--- config.mk ---
export PLATFORM = sky130hd
export DESIGN_NAME = seg_char_decoder
export DESIGN_NICKNAME = d
export VERILOG_FILES = /design/src/rtl/seg_char_decoder.sv
export SDC_FILE = /design/constraint.sdc
export NUM_CORES = 1
export LEC_CHECK = 0
export CORE_ASPECT_RATIO = 0.5
export CORE_UTILIZATION = 30
export DETAILED_ROUTE_END_ITERATION = 10
export GPL_ROUTABILITY_DRIVEN = 0
export MAX_ROUTING_LAYER = met4
export PLACE_DENSITY = 0.48
export SYNTH_ARGS = -nofsm -noshare
export SYNTH_HDL_FRONTEND = slang
export SYNTH_SLANG_ARGS = --single-unit
--- constraint.sdc ---
create_clock -name clock -period 6.7 [get_ports clock]
set_clock_uncertainty 0.15 [all_clocks]
set_input_delay 0.67 -clock clock [delete_from_list [all_inputs] [get_ports clock]]
set_output_delay 0.67 -clock clock [all_outputs]
set_load 0.03 [all_outputs]
--- src/rtl/seg_char_decoder.sv ---
// Recovers the 5-bit character code from a 7-segment letter-font pattern by
// walking the 32-entry font table one entry per clock, reporting match or miss.
module seg_char_decoder #(
   parameter bit         ACTIVE_LOW_IN = 1'b0,
   parameter logic [4:0] MISS_CODE     = 5'd0
) (
   input  logic       clock,
   input  logic       resetn,
   input  logic [6:0] seg_in,
   input  logic       seg_valid,
   output logic       seg_ready,
   output logic [4:0] code_out,
   output logic       code_found,
   output logic       code_valid,
   output logic [7:0] miss_count
);

   localparam logic [1:0] IDLE   = 2'd0;
   localparam logic [1:0] SEARCH = 2'd1;
   localparam logic [1:0] DONE   = 2'd2;

   localparam logic [4:0] LAST_IDX = 5'd31;

   // Letter font, bit6..bit0; must stay identical to the encoder's table.
   function automatic logic [6:0] font_pattern(input logic [4:0] code);
      logic [6:0] pat;
      case (code)
         5'd0:    pat = 7'b1111110;
         5'd1:    pat = 7'b0001000;
         5'd2:    pat = 7'b1100000;
         5'd3:    pat = 7'b0110001;
         5'd4:    pat = 7'b1000010;
         5'd5:    pat = 7'b0110000;
         5'd6:    pat = 7'b0111000;
         5'd7:    pat = 7'b0000100;
         5'd8:    pat = 7'b1101000;
         5'd9:    pat = 7'b1001111;
         5'd10:   pat = 7'b1000111;
         5'd11:   pat = 7'b0101000;
         5'd12:   pat = 7'b1110001;
         5'd13:   pat = 7'b0101011;
         5'd14:   pat = 7'b0001001;
         5'd15:   pat = 7'b0000001;
         5'd16:   pat = 7'b0011000;
         5'd17:   pat = 7'b0001100;
         5'd18:   pat = 7'b0111001;
         5'd19:   pat = 7'b0100100;
         5'd20:   pat = 7'b0010101;
         5'd21:   pat = 7'b1000001;
         5'd22:   pat = 7'b1010101;
         5'd23:   pat = 7'b1000000;
         5'd24:   pat = 7'b1001000;
         5'd25:   pat = 7'b1000100;
         5'd26:   pat = 7'b0010010;
         5'd27:   pat = 7'b1111001;
         5'd28:   pat = 7'b0010110;
         5'd29:   pat = 7'b0000110;
         5'd30:   pat = 7'b1001100;
         5'd31:   pat = 7'b0110100;
         // NOTE: a default arm keeps combinational case logic free of latches.
         default: pat = 7'b0000000;
      endcase
      return pat;
   endfunction

   logic [1:0] state;
   logic [4:0] idx;
   logic [6:0] pattern;
   logic       hit;

   assign seg_ready  = (state == IDLE);
   assign code_valid = (state == DONE);
   assign hit        = (font_pattern(idx) == pattern);

   // NOTE: all registered state uses non-blocking assignments so every
   // register samples pre-edge values, independent of statement order.
   always_ff @(posedge clock or negedge resetn) begin
      if (!resetn) begin
         state      <= IDLE;
         idx        <= 5'd0;
         pattern    <= 7'd0;
         code_out   <= 5'd0;
         code_found <= 1'b0;
         miss_count <= 8'd0;
      end else begin
         case (state)
            IDLE: begin
               if (seg_valid) begin
                  pattern <= ACTIVE_LOW_IN ? ~seg_in : seg_in;
                  idx     <= 5'd0;
                  state   <= SEARCH;
               end
            end
            SEARCH: begin
               if (hit) begin
                  code_out   <= idx;
                  code_found <= 1'b1;
                  state      <= DONE;
               end else if (idx == LAST_IDX) begin
                  code_out   <= MISS_CODE;
                  code_found <= 1'b0;
                  if (miss_count != 8'hFF) miss_count <= miss_count + 8'd1;
                  state      <= DONE;
               end else begin
                  idx <= idx + 5'd1;
               end
            end
            DONE:    state <= IDLE;
            default: state <= IDLE;
         endcase
      end
   end

endmodule
**Word-level counts from Yosys, hierarchy flattened**

Memories as Yosys holds them, arrays and structs flattened.
Cells that the tools add are included.

- Bits in registers: 28
- ROM bits: 224
- Input port bits: 10
- Memories kept: 1

- $add $sub $neg: 2
- Equality and inequality tests: 9
- Multiplexer cells: 12
- Bitwise gates (word level): 1
- Reductions and logical operators: 8

Memories:

| memory | depth | width | read ports | clocked after memory_dff | wr ports | line | source |
|---|---|---|---|---|---|---|---|
| (no name shown) | 32 | 7 | 1 | 0 | 0 | 27 | `case (code)` |

Operator list:

| cell | count |
|---|---|
| $mux 5 | 5 |
| $pmux 5 s2 | 1 |
| $add 8x1->8 const B | 1 |
| $ne 8x8->1 const B | 1 |
| $reduce_and 4->1 | 2 |
| $eq 7x7->1 | 1 |
| $mux 2 | 3 |
| $ne 2x2->1 const B | 3 |
| $reduce_and 2->1 | 3 |
| $add 5x1->5 const B | 1 |
| $eq 5x5->1 const B | 1 |
| $pmux 2 s2 | 1 |
| $reduce_bool 2->1 | 2 |
| $ne 3x3->1 const B | 1 |
| $eq 2x1->1 const B | 1 |
| $eq 2x2->1 const B | 1 |
| $logic_not 2->1 | 1 |
| $mux 1 | 2 |
| $not 1->1 | 1 |

**Logic depth before layout (Yosys ltp)**

Gate-level depths: netlist (run 1).

- Depth in word-level cells: 4
- Depth in mapped cells: 12

**Worst setup path after synthesis (run 1)**

OpenSTA, ideal clock, no wires.

- Kind: reg-to-reg
- From: reg idx[0]
- To: reg idx[1]
- Setup time: 0.125 ns
- Arrival: 3.179 ns
- Path slack: 3.246 ns
- Cell stages (with the launch flop): 13
- Buffers on the path: 2
- Period minus slack after synthesis: 3.454 ns
- Cells stage by stage: dfrtp_1 clkbuf_1 inv_1 ha_1 nand2b_1 and2_1 mux4_2 xnor2_1 nand4_1 or4_4 and3_4 buf_6 mux2_4

- Longest elaborated chain between the ends: 4

RTL lines:

| item | line | source |
|---|---|---|
| start, declared | 67 | `logic [4:0] idx;` |
| start signal, assigned | 105 | `idx <= idx + 5'd1;` |
| $mem_v2 32x7 / $add 5x1->5 (equally long branches) | n/a |  |
| $eq 7x7->1 / $mux 5 (equally long branches) | 73, 99 |  |
| $ne 2x2->1 (no source line) / $mux 5 (equally long branches) | n/a |  |
| $reduce_and 4->1 (no source line) / $pmux 5 s2 (equally long branches) | n/a |  |

Parallel ways exist; a longest one is shown, timed or not. The select of a mux whose other input is x is not followed.
A chain may end at the register's enable or synchronous reset.

**Worst setup path after layout (run 1)**

- From: reg idx[1]
- To: reg idx[4]

Same word-level chain as after synthesis.

==> results by stage, run 1 <==
Run status:
- The run finished with clean final reports.

Floorplan:
- The standard-cell row count is 19.
- The total I/O pin count is 26.
- The vertical die dimension is 56.5 µm.
- The die extent in x is 111 µm.
- The die covers 6280 µm².
- The total area inside the core boundary comes to 5610 µm².
- The starting density of the core is 0.318.

Worst setup path:
- The cell family contributing the most delay on the critical path is simple AND/OR/NAND/NOR gates.
- Walking the worst path, the cells encountered are inv_1 -> ha_1 -> nand2b_1 -> and2_1 -> mux4_2 -> xnor2_1 -> nand4_1 -> or4_4 -> and3_4 -> mux2_4.
- For the worst setup path, the data arrival time is 3.65 ns.
- The master of the slowest instance on the critical path is or4_4.
- STA classifies the critical path startpoint as a register.
- The endpoint of the worst-slack reg-to-reg timing path is idx[4]$_DFFE_PN0P_.
- The start point of the critical path is idx[1]$_DFFE_PN0P_.
- Together, buffers and inverters on the worst path number 1.
- In this run the register-to-register setup slack is 3.05 ns.
- The depth of the most critical reg-to-reg path is 10.
- The type of element capturing the critical path is a register.
- Data on the critical path is required at its endpoint by 6.70 ns.
- The peak per-stage delay on the critical path is 0.63 ns.
- The type of the setup path with the least slack is reg2reg.
- The highest fanout seen on the critical path is 11.
- The launch instance of the worst register-to-register path is idx[1]$_DFFE_PN0P_.

Timing:
- The top achievable clock speed is 0.274 GHz.
- Setup repair after global routing left no endpoint under its margin.
- The final number of setup-violating endpoints is 0.
- The number of max-slew violations in the final report was 0.
- In the final timing run, aggregate negative setup slack is 0 ns.
- The shortest period the worst path allows is 3.65 ns.
- The slew of the pin with the lowest slew margin is 0.709 ns.
- Measured against its own limit, the worst slew margin works out to 0.527.
- The final cycle utilization of the critical path is 0.545.
- The final hold violation count is 0.

Logic synthesis:
- The most used flip-flop cell after synthesis is dfrtp_1.
- The fraction of the mapped netlist area in compound gates came to 0.133.
- Of the total synthesized cell area, the portion taken by XOR and XNOR cells is 0.0820.
- The mapped netlist covers 1780 µm².
- The largest family of logic cells by synthesized area is simple AND/OR/NAND/NOR gates.
- The number of nets in the synthesized netlist is 194.
- For this run, the number of Yosys warnings is 0.
- After synthesis, the share of cell area in mux cells is 0.0968.
- Of the total synthesized cell area, the portion taken by full adders, half adders and majority gates is 0.0771.
- The number of enable flip-flop cells after synthesis is 0.
- Each instance of the synthesized netlist takes up on average 10.3 µm².
- Of the total synthesized cell area, the portion taken by AND, OR, NAND and NOR gates is 0.170.
- For this run, the register share of the synthesized area comes to 0.393.
- Synthesis instantiated 45 different standard cells from the library.
- In the synthesized netlist the async set-or-reset flop fraction comes to 1.00.
- The number of storage elements in the synthesis netlist is 28.
- After technology mapping, the gate count stands at 173.

Clocking:
- Counting the buffers created by CTS gives 3.
- Clock-pin slew was measured on the worst setup and hold paths at 0.07 ns.
- Post-CTS timing repair inserted 0 buffers for setup.
- TritonCTS built the clock tree.
- The clock reaches the later pin of the worst-skew pair after 0.26 ns.
- The hold buffer count at cts is 0.
- The clock root buffer is clkbuf_16.
- For this design, the sink count on the clock tree is 28.
- The number of H-tree branching levels is 1.
- The number of buffers on the longest clock path is 2.
- After clock tree synthesis, the repair step resized 0 gates.

Route:
- The first detailed-routing pass took 4 iterations.
- The total vias in the final route is 1339.
- The routed wire length per instance is 14.1 µm.
- The detailed router finished its first iteration with 39 violations.
- Using the TritonRoute via totals, the vias-per-cell ratio works out to 5.01.
- The remaining antenna violation count is 0.
- The total routed wirelength is 3780 µm.
- The total DRC errors in the routed layout is 0.

Place:
- Summed over all nets, the half-perimeter wirelength after detailed placement is 2790 µm.
- Input and output buffers added on the ports amount to 25.
- The number of cells after detailed placement is 263.

Global routing:
- The via count of the first global-routing pass is 1315.
- Entering global routing, the biggest net connects 29 pins.
- The total global routing overflow is 0.
- The wire length of the first global-routing pass is 6510 µm.
- Across every metal layer, demand over resource in global routing totals 0.132.
- The number of antenna violations at the first check in global routing was 0.

Worst hold path:
- The hold-critical path endpoint is miss_count[6]$_DFFE_PN0P_.
- The worst hold path belongs to the class reg2reg.
- Along the worst hold path, the cell count comes to 1.
- The worst hold path begins at miss_count[6]$_DFFE_PN0P_.

Layout:
- The number of fill cells is 562.
- The number of diodes added for antenna fixing is 0.
- In the final layout, the share of cells above drive strength 1 is 0.129.
- The number of standard cells in the layout, taps in and fillers out is 267.
- Compared with the post-synthesis result, the final layout area differs by 21.9%.
- The layout net count is 216.

Power:
- In this run the power spent charging and discharging nets is 0.000430 W.
- The combinational fraction of design power is 0.519.
- Power spread over the standard cell area amounts to 480 nW/µm².
- The switching portion of total power is 0.412.
- The share of total power dissipated in the clock network is 0.168.
- The worst-case IR drop observed on VDD is 157 µV.
- The relative contribution of sequential cells to total power is 0.312.
- The internal power of the cells totals 0.000613 W.
- The static leakage power is 0.938 nW.

Job:
- The count of maximum capacitance violations is 0.
## registers in the layout (all words and copies together), names as in the netlist
name / flops
state: 2
code_found: 1
code_out: 5
pattern: 7
miss_count: 8
idx: 5
## metrics by stage
step | utilization | hold WS (ns) | area (µm²) | power [W] | setup slack (ns)
after floorplan | - | 0.224 | 1780 | 0.000751 | 3.25
after global placement | 0.369 | 0.330 | 2070 | 0.000877 | 3.14
after detailed placement | 0.369 | 0.332 | 2070 | 0.000870 | 3.06
after CTS | 0.388 | 0.348 | 2170 | 0.00105 | 3.05
after global routing | 0.388 | 0.374 | 2170 | 0.00112 | 2.85
final | 0.388 | 0.343 | 2170 | 0.00104 | 3.05
## cell families (layout without fill, tap and decap cells)
family | after synthesis | after routing
AO/OA/AOI/OAI | 35 | 35
flip-flops | 28 | 28
XOR/XNOR | 15 | 15
adder cells (fa/ha/maj) | 11 | 11
multiplexers | 14 | 14
buffers and inverters | 15 | 36
AND/OR/NAND/NOR | 55 | 55
## power by group through the flow
stage | clock network [W] | registers (W) | logic, W
after detailed placement | 0 | 0.000331 | 0.000539
after CTS | 0.000180 | 0.000327 | 0.000544
after global routing | 0.000185 | 0.000341 | 0.000597
after floorplan | 0 | 0.000308 | 0.000443
after global placement | 0 | 0.000330 | 0.000547
final | 0.000176 | 0.000326 | 0.000542
## routing by layer
metal	routed length, µm	share of wire	global-route usage	up-vias
met5	0	0	-	-
met3	117	0.031	0.0292	0
met1	2000	0.53	0.192	660
met4	0	0	0.00579	0
met2	1660	0.44	0.198	20
li1	-	-	-	659
## layout by cell type, fill, tap and decap left out, types with 4 or more instances in the layout
cell type	n
ha_1	11
xnor2_1	11
a21oi_1	5
inv_1	4
a22o_1	5
nor2_1	7
nand4_1	8
nand3_1	6
mux2_2	7
nand2_1	12
dfrtp_1	28
and2_1	5
o21ai_0	10
clkdlybuf4s50_1	25
## worst register-to-register path: cells and delay by family (launching register included)
kind                       cells  cell delay (ns)
buffers and inverters          1             0.19
and+or+nand+nor                5             1.28
xor gates and xnor gates       1             0.14
muxes                          2             0.76
DFF                            1             0.53
adders and majority gates      1             0.48
## worst max path at each step
stage,end,depth (start not counted)
6_report,idx[4]$_DFFE_PN0P_,10
4_1_cts,idx[4]$_DFFE_PN0P_,10
3_3_place_gp,idx[4]$_DFFE_PN0P_,10
5_1_grt,idx[4]$_DFFE_PN0P_,10
3_5_place_dp,idx[4]$_DFFE_PN0P_,10
2_1_floorplan,idx[1]$_DFFE_PN0P_,12
## final cells by class
type                    count  area (µm²)  area share
multi-input cells         130         997       0.459
flip-flops and latches     28         701       0.322
repair buffers             26         258       0.119
well taps                  73        91.3      0.0420
clock buffers               3        75.1      0.0345
clock inverters             1        30.0      0.0138
inverters                   6        22.5      0.0104
## synth_stat cells, types with 2 or more instances
library cell  instances  area [µm²]
a21o_1                3        22.5
a21oi_1               5        25.0
a22o_1                5        43.8
a32oi_1               2        17.5
and2_1                5        31.3
and3_1                3        18.8
buf_4                 2        15.0
buf_6                 3        33.8
clkbuf_1              4        15.0
dfrtp_1              28         701
ha_1                 11         138
inv_1                 4        15.0
inv_2                 2        7.51
mux2_2                7        78.8
mux2_4                2        30.0
mux2i_1               3        30.0
nand2_1              12        45.0
nand2b_1              3        18.8
nand3_1               6        30.0
nand4_1               8        50.1
nor2_1                7        26.3
nor2b_1               3        18.8
o21ai_0              10        50.1
o21ai_1               2        10.0
xnor2_1              11        96.3
xor2_1                2        17.5
xor2_2                2        32.5
Note: power is estimated with default switching activity, not from simulation.
==> run 2: changes to the inputs <==
clock period = 3.6 ns   (was 6.7 ns; I/O delays follow)
==> run 2 against run 1 <==
  * Sequential share of layout area fell by 0.76 points
  * Critical path depth did not move
  * Cell count rose by 2.6%
  * Sequential power rose by 64%
  * Non-clock buffer count rose by 7
  * Clock-buffer cell count did not move
  * First-iteration DRC count rose by 28%
  * Hold slack got worse by 0.020 ns
  * Worst setup slack got worse by 2.7 ns
  * Combinational power rose by 110%
  * Wire length rose by 1.5%
  * Critical path type unchanged
  * Critical endpoint is now idx[1]$_DFFE_PN0P_
==> results by stage, run 2 (same netlist as run 1, synthesis figures left out) <==
Run status:
- The flow ran to the end, and the final reports show no timing, DRC or antenna violations.

Worst setup path:
- The critical path data arrival time is 3.28 ns.
- On the critical path, the stage with the largest delay is an instance of or4_4.
- The critical path is of the reg2reg type.
- The highest fanout seen on the critical path is 11.
- STA classifies the critical path endpoint as a register.
- In this design, the stage delay of the slowest critical-path cell is 0.64 ns.
- The signal on the critical path passes through inv_1 -> ha_1 -> nand2b_1 -> and2_1 -> mux4_2 -> xnor2_1 -> nand4_1 -> or4_4 -> and3_4 -> mux2_4.
- For the worst setup path, the data required time is 3.60 ns.
- The reg2reg setup slack is 0.31 ns.
- The critical path launch point type is a register.

Place:
- Once detailed placement completed, the half-perimeter wirelength came to 2870 µm.
- The port buffer count is 25.
- Summing all placed instances gives a cell area of 2120 µm².

Global routing:
- The via count of the first global-routing pass is 1272.
- In the global route stage, overall resource usage came out at 0.136.
- Entering global routing, the biggest net connects 29 pins.
- The total overflow left after global routing is 0.
- The first global-routing pass estimated 6510 µm of wire.
- The number of antenna violations at the first check in global routing was 0.

Route:
- In this run, the number of DRC markers left after iteration 0 of detailed routing was 50.
- Across all layers, the routed design uses 1347 vias.
- The number of detailed-routing iterations run before antenna repair is 4.
- The remaining antenna violation count is 0.
- The routed wire length per instance is 14.0 µm.
- The routed design has 3830 µm of wire.
- In the routed design, unresolved DRC markers number 0.
- Using the TritonRoute via totals, the vias-per-cell ratio works out to 4.92.

Clocking:
- The number of gates resized after CTS was 0.
- The TritonCTS clock tree is done.
- The post-CTS clock slew at the launch and capture registers of the worst setup and hold paths is 0.06 ns.
- The number of clock buffers added by TritonCTS is 3.
- The clock passes through at most 2 buffers.
- The number of H-tree branching levels is 1.
- The later pin in the worst-skew pair is clocked with a latency of 0.26 ns.
- The post-CTS setup buffer count is 0.
- The cell sitting at the root of the clock tree is a clkbuf_16.
- For this design, the sink count on the clock tree is 28.
- For this design, the CTS-stage hold fixing added 0 buffers.

Worst hold path:
- The min-delay analysis places its worst path in the category in2async.

Floorplan:
- The die covers 6280 µm².
- The standard-cell row count is 19.
- The starting density of the core is 0.318.
- The core region is 5610 µm².
- The total I/O pin count is 26.
- The vertical die dimension is 56.5 µm.
- The die extent in x is 111 µm.

Layout:
- The number of fill cells is 554.
- The multi-input combinational cells in the finished layout cover a total of 997 µm².
- The register with the most flip-flops in the layout has 8 of them.
- The register with the most flip-flops is miss_count.
- 0 antenna diodes ended up in the layout.
- The layout cell share with drive strength beyond 1 is 0.159.
- The most frequent standard cell in the layout excluding fill and tap cells is dfrtp_1.
- Across the whole layout, storage elements account for 701 µm².
- Summing all non-filler instances in the final layout gives an area of 2230 µm².
- After the last flow step, the layout net total stands at 223.
- The signed area change from the synthesized netlist to the final layout is 24.8%.
- The largest registers in the layout are miss_count (8), pattern (7).
- The top cell types in the final layout, fill and taps aside, are dfrtp_1, clkdlybuf4s50_1, nand2_1.

Timing:
- Setup repair after global routing left no endpoint under its margin.
- The slew of the pin with the lowest slew margin is 0.572 ns.
- The number of max-slew violations in the final report is 0.
- In the finished design, the share of the clock period the worst path needs comes to 0.913.
- The worst-case headroom to the max-slew limit is 0.619.
- Derived from the worst setup path, the maximum achievable clock frequency is 0.304 GHz.
- The final hold violation count is 0.
- The final number of setup-violating endpoints is 0.
- Setup total negative slack on the finished layout was measured at 0 ns.
- The shortest period the worst path allows is 3.29 ns.

Power:
- IR analysis of the VDD net gives a maximum drop of 322 µV.
- The cell area power density is 903 nW/µm².
- The design draws 0.00201 W.
- The static leakage power is 0.972 nW.

Job:
- The count of maximum capacitance violations is 0.
## run 2: changes by cell type in the layout (fill, tap and decap cells not counted), sizes merged
cell  before  now
buf        1    8
## run 2: metal layers
metal | track usage | wire [µm] | vias to the layer above
met4 | 0.0251 | 0 | 0
met1 | 0.196 | 2060 | 644
met5 | - | 0 | -
met2 | 0.198 | 1640 | 25
li1 | - | - | 678
met3 | 0.0270 | 136 | 0
## run 2: path summary, 6_finish.rpt
kind | from | to | depth (start not counted)
worst max-delay path | idx[0]$_DFFE_PN0P_ | idx[1]$_DFFE_PN0P_ | 10
worst min register to register | miss_count[4]$_DFFE_PN0P_ | miss_count[4]$_DFFE_PN0P_ | 1
max in group asynchronous | resetn | idx[0]$_DFFE_PN0P_ | 2
worst max register to register | idx[0]$_DFFE_PN0P_ | idx[1]$_DFFE_PN0P_ | 10
min in group clock | miss_count[4]$_DFFE_PN0P_ | miss_count[4]$_DFFE_PN0P_ | 1
worst min-delay path | resetn | pattern[5]$_DFFE_PN0P_ | 2
## run 2: power breakdown
part	switching [W]	leakage, nW	total (W)	internal (W)
logic	0.000598	0.562	0.00114	0.000547
clock network	0.000108	0.0511	0.000330	0.000221
registers	0.000114	0.359	0.000536	0.000423
total	0.000820	0.972	0.00201	0.00119
## run 2: metrics by stage
stage / worst slack, ns / util / hold slack, ns / std cells
2_1_floorplan: 0.146 / - / -0.0856 / 173
3_3_place_gp: 0.371 / 0.378 / 0.328 / 270
3_5_place_dp: 0.306 / 0.378 / 0.337 / 270
4_1_cts: 0.285 / 0.397 / 0.344 / 274
5_1_grt: 0.161 / 0.397 / 0.357 / 274
6_report: 0.313 / 0.397 / 0.322 / 274
## run 2: worst max-delay path, delay by kind of cell (launching register included)
family	cells	cell delay, ns
xor+xnor	1	0.15
flops	1	0.34
fa+ha+maj	1	0.42
buf+inv	1	0.08
mux	2	0.76
simple gates	5	1.27
## run 2: area by class of cell
class,instances,share of cell area
clock buffer,3,0.0337
tap,73,0.0410
inverter,6,0.0101
sequential,28,0.315
clock inverter,1,0.0135
timing repair buffer,33,0.139
multi-input combinational,130,0.448
==> run 3: changes to the inputs <==
ABC_AREA = 1   (was default)
CORE_MARGIN = 4   (was default)
==> run 3 against run 2 <==
  * Global-route usage is 0.96 points lower
  * Clock-buffer cell count stayed put
  * Total power shrank 4.2%
  * Cell area increased by 4.0%
  * Hold slack got worse by 0.0013 ns
  * Critical endpoint is now miss_count[3]$_DFFE_PN0P_
  * Highest routed layer is now met4
==> results by stage, run 3 <==
Floorplan:
- The floorplan step defined a die boundary enclosing 7770 µm².
- The initialized floorplan defines 20 standard-cell rows.
- The floorplan core area is 6110 µm².
- The initial utilization of the core area, before any placement, comes to 0.312.
- The total I/O pin count is 26.
- The vertical die dimension is 64.4 µm.
- The die extent in x is 121 µm.

Worst setup path:
- The launch instance of the worst register-to-register path is idx[1]$_DFFE_PN0P_.
- The depth of the most critical reg-to-reg path is 14.
- The required time of the critical path is 3.61 ns.
- The worst setup path is of the reg2reg kind.
- The worst register-to-register path has a setup slack of 0.77 ns.
- The worst setup path is captured at a register.
- The worst setup path is launched from a register.
- At the worst endpoint, the arrival time is 2.84 ns.
- Of all nets on the critical path, the largest fanout is 12.
- The endpoint of the worst-slack reg-to-reg timing path is miss_count[3]$_DFFE_PN0P_.
- The start point of the critical path is idx[1]$_DFFE_PN0P_.

Power:
- The worst supply voltage drop on vdd is 253 µV.
- In this run the power density over the cells is 831 nW/µm².
- The switching portion of total power is 0.473.
- The share of total power dissipated in sequential elements is 0.286.
- The cell internal power dissipation is 0.00102 W.
- The analysis attributes to cell leakage a power of 1.13 nW.
- The clock network fraction of total power is 0.172.
- Of the total power, combinational logic draws 0.542.
- For this design the total switching power over the nets is 0.000911 W.

Layout:
- 0 antenna diodes ended up in the layout.
- The register with the most flip-flops in the layout has 8 of them.
- The largest registers in the layout are miss_count (8), pattern (7).
- The area growth from synthesis to layout is 21.5%.
- The layout cell share with drive strength beyond 1 is 0.0621.
- In the layout the commonest cells are nand2_1, nand3_1, dfrtp_1.
- Leaving out fill and tap cells, the most frequent cell in the layout is nand2_1.
- The number of fill cells is 654.
- The layout net count is 312.
- Once layout is complete, the cells apart from fillers number 378.
- Counting flops per register, the top entry is miss_count.

Clocking:
- The number of instances resized during post-cts repair is 0.
- The CTS buffer count is 3.
- TritonCTS built the clock tree.
- The post-CTS setup buffer count is 0.
- The clock root buffer is clkbuf_16.
- The clock latency at the later pin of the worst-skew pair is 0.26 ns.
- After clock tree synthesis, the clock-pin slew on the worst setup and hold paths is 0.07 ns.
- The number of hold buffers added after CTS was 0.
- The number of buffers on the longest clock path is 2.
- The number of H-tree branching levels is 1.
- The tree built by TritonCTS fans out to 28 sinks.

Logic synthesis:
- The commonest cells after synthesis are nand2_1, nand3_1, dfrtp_1.
- The share of the yosys chip area belonging to registers is 0.367.
- The number of storage elements in the synthesis netlist is 28.
- In the post-synthesis netlist, the biggest area contributors are dfrtp_1, nand2_1, nand3_1.
- The cell count after synthesis is 269.
- The total of warnings raised by yosys is 0.
- The area fraction of the dominant cell type after synthesis is 0.367.
- The number of enable flip-flop cells after synthesis is 0.
- The netlist uses 27 different library cells.
- A synthesized cell averages 7.09 µm².
- The library cell occupying the most area in the post-synthesis netlist is dfrtp_1.
- The cell with the most instances after synthesis is nand2_1.
- The synthesized cell area is 1910 µm².
- The prevailing post-synth register cell is dfrtp_1.
- After synthesis, the share of flip-flops with an asynchronous set or reset is 1.00.
- Counting every net in the synthesized netlist gives 290.

Run status:
- The flow ran to the end, and the final reports show no timing, DRC or antenna violations.

Global routing:
- Entering global routing, the biggest net connects 29 pins.
- The wire length of the first global-routing pass is 7830 µm.
- The total global routing overflow is 0.
- The number of antenna violations at the first check in global routing is 0.
- The via count of the first global-routing pass is 1686.
- For this run, the total global-route usage over all layers was measured as 0.126.

Timing:
- The slew of the pin with the lowest slew margin is 0.604 ns.
- Setup repair after global routing left no endpoint under its margin.
- Based on the critical path, the design can be clocked at up to 0.354 GHz.
- For the final routed database, the setup TNS stands at 0 ns.
- Setup violations remaining at the end of the flow were counted as 0.
- The final hold violation count is 0.
- The number of max-slew violations in the final report is 0.
- Measured against its own limit, the worst slew margin works out to 0.596.
- Dividing the final minimum period by the clock period gives 0.786.
- The worst path needs 2.83 ns of the cycle, external delays included.

Route:
- The total vias in the final route is 1735.
- The routed wire length per instance is 11.8 µm.
- The pre-antenna-repair detailed-routing pass consisted of 5 iterations.
- The detailed router finished its first iteration with 100 violations.
- In this run the remaining antenna-violating nets after routing total 0.
- The per-cell via count in the routed design is 4.59.
- For this run, design rule violations remaining after detail routing come to 0.
- The total routed wirelength is 4470 µm.

Place:
- Buffers placed on the I/O ports in this run total 25.
- Summed over all nets, the half-perimeter wirelength after detailed placement is 3340 µm.
- The number of cells after detailed placement is 374.

Worst hold path:
- The tightest min-delay check is of the in2async type.

Job:
- The tool flagged a number of max-cap violations equal to 0.
-- run 3: kinds of logic (layout without fill, tap and decap cells) --
group | count (synthesis) | count (layout) | share of synthesized area
and+or+nand+nor | 174 | 174 | 0.392
buffers and inverters | 30 | 51 | 0.0741
DFF | 28 | 28 | 0.367
AOI/OAI and AO/OA | 16 | 16 | 0.0427
adders and majority gates | 11 | 11 | 0.0722
xor gates and xnor gates | 6 | 6 | 0.0276
muxes | 4 | 4 | 0.0236
-- run 3: layer usage --
layer  GRT usage  wire length (µm)
met1       0.168              2210
met2       0.201              2080
met3      0.0239               157
met4      0.0282                29
met5           -                 0
-- run 3: critical path, cell delays in order, from the launching register on --
cell and delay, ns:
dfrtp_1 0.56, inv_1 0.20, ha_1 0.27, nor2_1 0.22
o21ai_0 0.12, o21ai_0 0.11, nand2_1 0.10, nand3b_1 0.09
nand2_1 0.07, nor2_1 0.24, nand2_1 0.15, nand2_2 0.20
inv_1 0.13, nand2_1 0.08, nand2_1 0.04
-- run 3: cell type report --
class                   instances  area [µm²]  area share
well taps                      88         110      0.0475
flip-flops and latches         28         701       0.302
clock buffers                   3        75.1      0.0324
multi-input cells             211        1060       0.460
inverters                      21        78.8      0.0340
repair buffers                 26         258       0.111
clock inverters                 1        30.0      0.0130
-- run 3: worst max path at each step --
stage                                end  cells past startpoint  slack [ns]
2_1_floorplan         idx[0]$_DFFE_PN0P_                     15        1.33
5_1_grt        miss_count[3]$_DFFE_PN0P_                     16        0.45
4_1_cts        miss_count[3]$_DFFE_PN0P_                     14        0.78
6_report       miss_count[3]$_DFFE_PN0P_                     14        0.77
3_5_place_dp   miss_count[1]$_DFFE_PN0P_                     14        0.79
3_3_place_gp   miss_count[4]$_DFFE_PN0P_                     14        0.81
-- run 3: power by group through the flow --
stage / logic (W) / clock network, W / registers [W]
detailed placement: 0.00104 / 0 / 0.000555
global placement: 0.00106 / 0 / 0.000552
CTS: 0.00105 / 0.000345 / 0.000549
finish: 0.00104 / 0.000332 / 0.000550
floorplan: 0.000854 / 0 / 0.000505
global route: 0.00121 / 0.000359 / 0.000575
-- run 3: stage by stage --
step	setup WS [ns]	cell area, µm²	util	hold slack, ns	power (W)
final	0.771	2320	0.380	0.321	0.00193
after global routing	0.448	2320	0.380	0.355	0.00214
after CTS	0.777	2320	0.380	0.337	0.00194
after detailed placement	0.790	2210	0.362	0.320	0.00159
after global placement	0.808	2210	0.362	0.318	0.00161
after floorplan	1.33	1910	-	-0.0856	0.00136
